[src/rtl/hamming_decoder.sv]
// Hamming(12,8) receive-side decoder: two-stage valid/ready pipeline with
// single-error correction and saturating corrected/uncorrectable counters.
module hamming_decoder #(
    parameter int unsigned CNT_W = 16
) (
    input  logic             clk,
    input  logic             rst,
    input  logic             in_valid,
    output logic             in_ready,
    input  logic [15:0]      in_code,
    output logic             out_valid,
    input  logic             out_ready,
    output logic [7:0]       out_data,
    output logic [3:0]       out_syndrome,
    output logic             out_corrected,
    output logic             out_uncorrectable,
    input  logic             clear_cnt,
    output logic [CNT_W-1:0] corr_cnt,
    output logic [CNT_W-1:0] uncorr_cnt
);

    // Data bits sit at codeword positions 3,5,6,7,9,10,11,12 (bits 2,4..6,8..11).
    function automatic logic [7:0] extract_data(input logic [11:0] c);
        return {c[11:8], c[6:4], c[2]};
    endfunction

    logic             r_s1_valid;
    logic [11:0]      r_s1_code;
    logic [3:0]       r_s1_syn;
    logic             r_s1_hi_err;

    logic             r_out_valid;
    logic [7:0]       r_out_data;
    logic [3:0]       r_out_syndrome;
    logic             r_out_corrected;
    logic             r_out_uncorrectable;

    logic [CNT_W-1:0] r_corr_cnt;
    logic [CNT_W-1:0] r_uncorr_cnt;

    logic             w_s1_ready;
    logic             w_s2_ready;
    logic             w_out_xfer;
    logic [3:0]       w_syn;
    logic             w_hi_err;
    logic             w_correctable;
    logic             w_uncorrectable;
    logic [11:0]      w_flip;
    logic [11:0]      w_fixed_code;

    // Ready depends only on registered state, never on in_valid.
    assign w_s2_ready = !r_out_valid || out_ready;
    assign w_s1_ready = !r_s1_valid || w_s2_ready;
    assign w_out_xfer = r_out_valid && out_ready;

    assign w_syn[0] = in_code[0] ^ in_code[2] ^ in_code[4] ^ in_code[6] ^ in_code[8] ^ in_code[10];
    assign w_syn[1] = in_code[1] ^ in_code[2] ^ in_code[5] ^ in_code[6] ^ in_code[9] ^ in_code[10];
    assign w_syn[2] = in_code[3] ^ in_code[4] ^ in_code[5] ^ in_code[6] ^ in_code[11];
    assign w_syn[3] = in_code[7] ^ in_code[8] ^ in_code[9] ^ in_code[10] ^ in_code[11];
    assign w_hi_err = |in_code[15:12];

    always_comb begin
        w_uncorrectable = r_s1_hi_err || (r_s1_syn >= 4'd13);
        w_correctable   = !w_uncorrectable && (r_s1_syn != 4'd0);
        w_flip          = '0;
        if (w_correctable) begin
            w_flip = 12'b1 << (r_s1_syn - 4'd1);
        end
        w_fixed_code = r_s1_code ^ w_flip;
    end

    always_ff @(posedge clk) begin
        if (rst) begin
            r_s1_valid  <= 1'b0;
            r_s1_code   <= '0;
            r_s1_syn    <= '0;
            r_s1_hi_err <= 1'b0;
        end else if (w_s1_ready) begin
            r_s1_valid <= in_valid;
            if (in_valid) begin
                r_s1_code   <= in_code[11:0];
                r_s1_syn    <= w_syn;
                r_s1_hi_err <= w_hi_err;
            end
        end
    end

    always_ff @(posedge clk) begin
        if (rst) begin
            r_out_valid         <= 1'b0;
            r_out_data          <= '0;
            r_out_syndrome      <= '0;
            r_out_corrected     <= 1'b0;
            r_out_uncorrectable <= 1'b0;
        end else if (w_s2_ready) begin
            r_out_valid <= r_s1_valid;
            if (r_s1_valid) begin
                r_out_data          <= extract_data(w_fixed_code);
                r_out_syndrome      <= r_s1_syn;
                r_out_corrected     <= w_correctable;
                r_out_uncorrectable <= w_uncorrectable;
            end
        end
    end

    // Clear wins over a same-cycle increment; counters stick at all-ones.
    always_ff @(posedge clk) begin
        if (rst || clear_cnt) begin
            r_corr_cnt   <= '0;
            r_uncorr_cnt <= '0;
        end else if (w_out_xfer) begin
            if (r_out_corrected && !(&r_corr_cnt)) begin
                r_corr_cnt <= r_corr_cnt + CNT_W'(1);
            end
            if (r_out_uncorrectable && !(&r_uncorr_cnt)) begin
                r_uncorr_cnt <= r_uncorr_cnt + CNT_W'(1);
            end
        end
    end

    assign in_ready          = w_s1_ready;
    assign out_valid         = r_out_valid;
    assign out_data          = r_out_data;
    assign out_syndrome      = r_out_syndrome;
    assign out_corrected     = r_out_corrected;
    assign out_uncorrectable = r_out_uncorrectable;
    assign corr_cnt          = r_corr_cnt;
    assign uncorr_cnt        = r_uncorr_cnt;

endmodule

[config.mk]
export PLATFORM = sky130hd
export DESIGN_NAME = hamming_decoder
export DESIGN_NICKNAME = d
export VERILOG_FILES = /design/src/rtl/hamming_decoder.sv
export SDC_FILE = /design/constraint.sdc
export NUM_CORES = 1
export LEC_CHECK = 0
export ABC_AREA = 1
export CORE_AREA = 4 4 106 108
export DETAILED_ROUTE_END_ITERATION = 10
export DIE_AREA = 0 0 110 112
export MAX_ROUTING_LAYER = met4
export PLACE_DENSITY = 0.62
export SYNTH_ARGS = -nofsm -noshare
export SYNTH_HDL_FRONTEND = slang
export SYNTH_SLANG_ARGS = --single-unit
[constraint.sdc]
create_clock -name clk -period 2 [get_ports clk]
set_input_delay 0.2 -clock clk [delete_from_list [all_inputs] [get_ports clk]]
set_output_delay 0.2 -clock clk [all_outputs]
set_load 0.05 [all_outputs]
# After elaboration in Yosys (flattened, before gate mapping)

Index checks and enable logic that the tools add are counted.
W data, S select, Z words.

Register bits: 65
Input bits: 21
Output and inout bits: 48

$add $sub $neg: 3
Order comparisons: 1
Shift operators: 1
Muxes and demuxes: 1
Bitwise operators: 19
Reduce and logical (&&, ||, !) cells: 21

Operator list:

| operator                | number |
|---|---|
| $add A16 B1 Y16 const B | 2 |
| $reduce_and A16 Y1      | 2 |
| $xor A1 B1 Y1           | 18 |
| $mux W12                | 1 |
| $shl A1 B4 Y12 const A  | 1 |
| $xor A12 B12 Y12        | 1 |
| $reduce_and A2 Y1       | 4 |
| $logic_not A1 Y1        | 5 |
| $ge A4 B4 Y1 const B    | 1 |
| $logic_and A1 B1 Y1     | 4 |
| $logic_or A1 B1 Y1      | 4 |
| $reduce_bool A4 Y1      | 1 |
| $reduce_or A4 Y1        | 1 |
| $sub A4 B1 Y4 const B   | 1 |

# Logic depth before layout (Yosys ltp)

Depth after elaboration: 6
Depth in mapped cells: 10
Mapped depth without buffers: 9

# Worst setup path before layout

OpenSTA, ideal clock, no wires.

Path type: register to register
Start point: reg r_out_valid (netlist: out_valid)
End point: reg r_s1_hi_err
Setup time: 124 ps
Arrival time: 2,041 ps
Setup slack: -164 ps
Cell stages (with the launch flop): 6
Clock period less this slack: 2,164 ps
Path through: dfxtp_1 > nand3_1 > nand2_1 > clkinv_1 > o21ai_0 > a21oi_1

Longest elaborated chain between the ends: 4

RTL lines:

| what                               | line | RTL |
|---|---|---|
| start, declared                    | 32   | `logic r_out_valid;` |
| start signal, assigned             | 96   | `r_out_valid <= r_s1_valid;` |
| $logic_not A1 Y1                   | 52   | `assign w_s2_ready = !r_out_valid \|\| out_ready;` |
| $logic_or A1 B1 Y1                 | 52   |  |
| $logic_or A1 B1 Y1                 | 53   | `assign w_s1_ready = !r_s1_valid \|\| w_s2_ready;` |
| via in_ready                       | 9    | `output logic in_ready,` |
| $reduce_and A2 Y1 (no source line) | --   |  |
| end signal, assigned               | 83   | `r_s1_hi_err <= w_hi_err;` |
| end, declared                      | 30   | `logic r_s1_hi_err;` |

The timed path passes the listed nets, and every way through them passes these cells.
A chain may end at the register's enable or synchronous reset.

# Worst setup path in the final report

Start point: reg r_corr_cnt[14] (netlist: corr_cnt[14])
End point: out corr_cnt[14]

RTL lines:

| what                   | line | RTL |
|---|---|---|
| start, declared        | 38   | `logic [CNT_W-1:0] r_corr_cnt;` |
| start signal, assigned | 113  | `r_corr_cnt <= r_corr_cnt + CNT_W'(1);` |
| end, declared          | 18   | `output logic [CNT_W-1:0] corr_cnt,` |

No word-level cell between the ends.

==> flow_summary_export.csv <==
group,metric,value,unit
outcome,status,"finished clean",
synth,synth_top_family_by_area,"simple AND/OR/NAND/NOR gates",
place,port_buffers,68,
place,dp.final_hpwl,6430,µm
synth,synthXorXnorAreaFrac,8.17,%
timing,clock.fmax,0.530,GHz
worst_setup_path,critical_path_buf_inv_count,1,
timing,rsz0062_at_grt,"no",
routing,vias,3322,
global_routing,grt_first_pass_wirelength,14800,µm
routing,drc,0,
floorplan,core_area,10200,µm²
routing,wirelength,8460,µm
routing,drt_pass1_iterations,4,
worst_setup_path,cp_slowest_cell,"clkdlybuf4s50_1",
cells_and_area,drive_gt1_share,12.3,%
timing,final-setup-viol-count,0,
global_routing,grt_use_met2,24.4,%
worst_hold_path,hp-class,"flop to flop",
cells_and_area,regArea,1220,µm²
synth,syn_area_per_cell,6.85,µm²
power,peakVddDrop,0.000396,V
power,power.share.switching,28.6,%
power,p_clk_share,35.7,%
synth,yosys_warnings,0,
floorplan,dieArea,12300,µm²
clock_network,cts_tree,"built",
place,routabilityCongestion,0.840,
timing,maxSlewHeadroom,53.3,%
synth,ys_ff_latch,61,
floorplan,die_y,112,µm
synth,netlist_area,3540,µm²
worst_setup_path,crit_chain,"clkdlybuf4s50_1",
worst_setup_path,start_kind,"flop",
global_routing,grt_overflow_total,0,
routing,vias_per_cell,4.54,
worst_setup_path,path_max_fanout,6,
cells_and_area,stdcell_count,731,
cells_and_area,antenna_cells,0,
power,p_int,0.00189,W
global_routing,grt_pass1_vias,3196,
floorplan,start_util,34.6,%
synth,synthMuxAreaShare,0,%
timing,min_period_over_period,94.3,%
clock_network,clock-root-buffer,"clkbuf_8",
routing,drtAntennaViolNets,0,
timing,worstMarginPinSlew,0.699,ns
global_routing,busiest_layer,"met2",
clock_network,path_clk_slew,0.07,ns
floorplan,rows,37,
synth,synth-adder-area-share,0.708,%
timing,fin_crit,1.89,ns
worst_setup_path,critical_path_arrival,1.69,ns
worst_setup_path,required,1.80,ns
timing,finalSetupTns,0,ns
clock_network,clk_latency,0.34,ns
cells_and_area,syn2layout_area_growth,28.1,%
run,maxCapViolCount,0,
power,power.leakage,1.67,nW
global_routing,grt_antenna_before_repair,0,
routing,drtIter0Drc,100,
clock_network,cts_hold_buffers,0,
clock_network,cts_inserted_buffers,9,
global_routing,grt_max_degree,29,
cells_and_area,multi_input_area,1990,µm²
synth,synth_simple_gate_area_share,33.7,%
power,power.switching,0.000758,W
synth,synth.distinct_cells,30,
global_routing,grt_use_total,15.3,%
synth,synth_cells,516,
power,seq_power_share,48.9,%
power,powerDensity,584,nW/µm²
clock_network,cts_max_level,3,
synth,synth.top_cell.area_share,34.5,%
synth,yosys-top-cells-area,"dfxtp_1 (35%), nand2_1 (15%), inv_1 (5.9%), nor2_1 (5.8%), a21oi_2 (5.0%)",
worst_setup_path,cpPeakStageDelay,0.87,ns
clock_network,cts.sinks,61,
synth,synth-compound-area-share,13.5,%
timing,slew_viol_final,0,
synth,synth_seq_area_share,34.5,%
cells_and_area,mostFrequentLayoutCell,"nand2_1",
floorplan,die_w,110,µm
synth,synth_top_area_cell,"dfxtp_1",
place,dp_cells,716,
timing,skew,0.00596,ns
routing,post_drt_wl_per_cell,11.6,µm
global_routing,grt_util_met1,18.9,%
worst_setup_path,r2r_setup_slack,0.34,ns
global_routing,use_met3,2.72,%
cells_and_area,nFillCells,1033,
worst_setup_path,path_delay_family,"buffers and inverters",
floorplan,io_pins,69,
power,power_frac_comb,15.4,%
cells_and_area,fin_nets,614,
synth,synth_nets,539,
cells_and_area,final_cell_mix,"nand2_1 (140), clkdlybuf4s50_1 (67), dfxtp_1 (61), inv_1 (56), nor2_1 (55)",
clock_network,cts_resized,0,
clock_network,post_cts_buffers,0,
worst_setup_path,path_class,"flop to primary output",
timing,hold_viol,0,
clock_network,clockBufferDepth,2,
worst_setup_path,end_kind,"primary output",
==> registers in the layout, indices dropped and copies added (netlist names), 4 cells and up <==
register,count
corr_cnt,16
out_syndrome,4
uncorr_cnt,16
out_data,8
r_s1_code,8
r_s1_syn,4
==> power groups by stage <==
| stage | sequential, W | combinational (W) | clock, W |
|---|---|---|---|
| after detailed placement | 0.00132 | 0.000410 | 0 |
| final | 0.00129 | 0.000408 | 0.000946 |
| after CTS | 0.00129 | 0.000412 | 0.000971 |
| after floorplan | 0.00139 | 0.000192 | 0 |
| after global placement | 0.00132 | 0.000405 | 0 |
| after global routing | 0.00130 | 0.000454 | 0.00103 |
==> cells in the mapped netlist (all sizes together) <==
master	instances
a21oi	48
clkinv	6
dfxtp	61
nor3	4
clkbuf	6
o21ai	25
inv	57
nor2	61
nand4	10
buf	6
xor2	15
a31oi	1
xnor2	18
nor4	1
o211ai	4
ha	2
nand3	34
nand2	157
==> worst register-to-register path, delay by kind of cell, from the launching register on <==
kind | cells | cell delay (ns)
AND/OR/NAND/NOR | 5 | 0.52
adder cells (fa/ha/maj) | 1 | 0.24
buffers and inverters | 2 | 0.28
AO/OA/AOI/OAI | 1 | 0.06
flip-flops | 1 | 0.41
==> metal layers <==
metal / up-vias / routed length [µm]
met4: 0 / 167
met5: - / 0
met3: 12 / 316
li1: 1789 / -
met1: 1465 / 4010
met2: 56 / 3960
==> path summary, 6_finish.rpt <==
kind / startpoint / endpoint / cells after the start
hold / removal: r_s1_code[2]$_SDFFE_PP0P_ / r_s1_code[2]$_SDFFE_PP0P_ / 2
setup / recovery: corr_cnt[14]$_SDFFE_PP0P_ / corr_cnt[14] / 1
setup reg to reg: corr_cnt[1]$_SDFFE_PP0P_ / corr_cnt[11]$_SDFFE_PP0P_ / 9
hold reg to reg: r_s1_code[2]$_SDFFE_PP0P_ / r_s1_code[2]$_SDFFE_PP0P_ / 2
==> per-stage QoR <==
stage	cell area [µm²]	power (W)	hold slack [ns]	setup slack [ns]	utilization (%)
2_1_floorplan	3540	0.00158	0.348	0.0716	-
3_3_place_gp	4370	0.00173	0.454	0.271	42.7
3_5_place_dp	4370	0.00173	0.466	0.261	42.7
4_1_cts	4530	0.00268	0.475	0.107	44.3
5_1_grt	4530	0.00278	0.500	0.0563	44.3
6_report	4530	0.00265	0.472	0.114	44.3
==> logic make-up (layout without fill, tap and decap cells) <==
| kind of cell | after synthesis | in the layout |
|---|---|---|
| DFF | 61 | 61 |
| AOI/OAI and AO/OA | 78 | 78 |
| adders and majority gates | 2 | 2 |
| and+or+nand+nor | 267 | 267 |
| buffers and inverters | 75 | 154 |
| xor gates and xnor gates | 33 | 33 |
==> cell type report <==
cell class,count,share of cell area [%]
clock inverters,2,0.221
inverters,63,5.30
well taps,136,3.76
multi-input cells,380,43.9
repair buffers,76,16.6
flip-flops and latches,61,27.0
clock buffers,13,3.29
(Power assumes the default switching activity.)
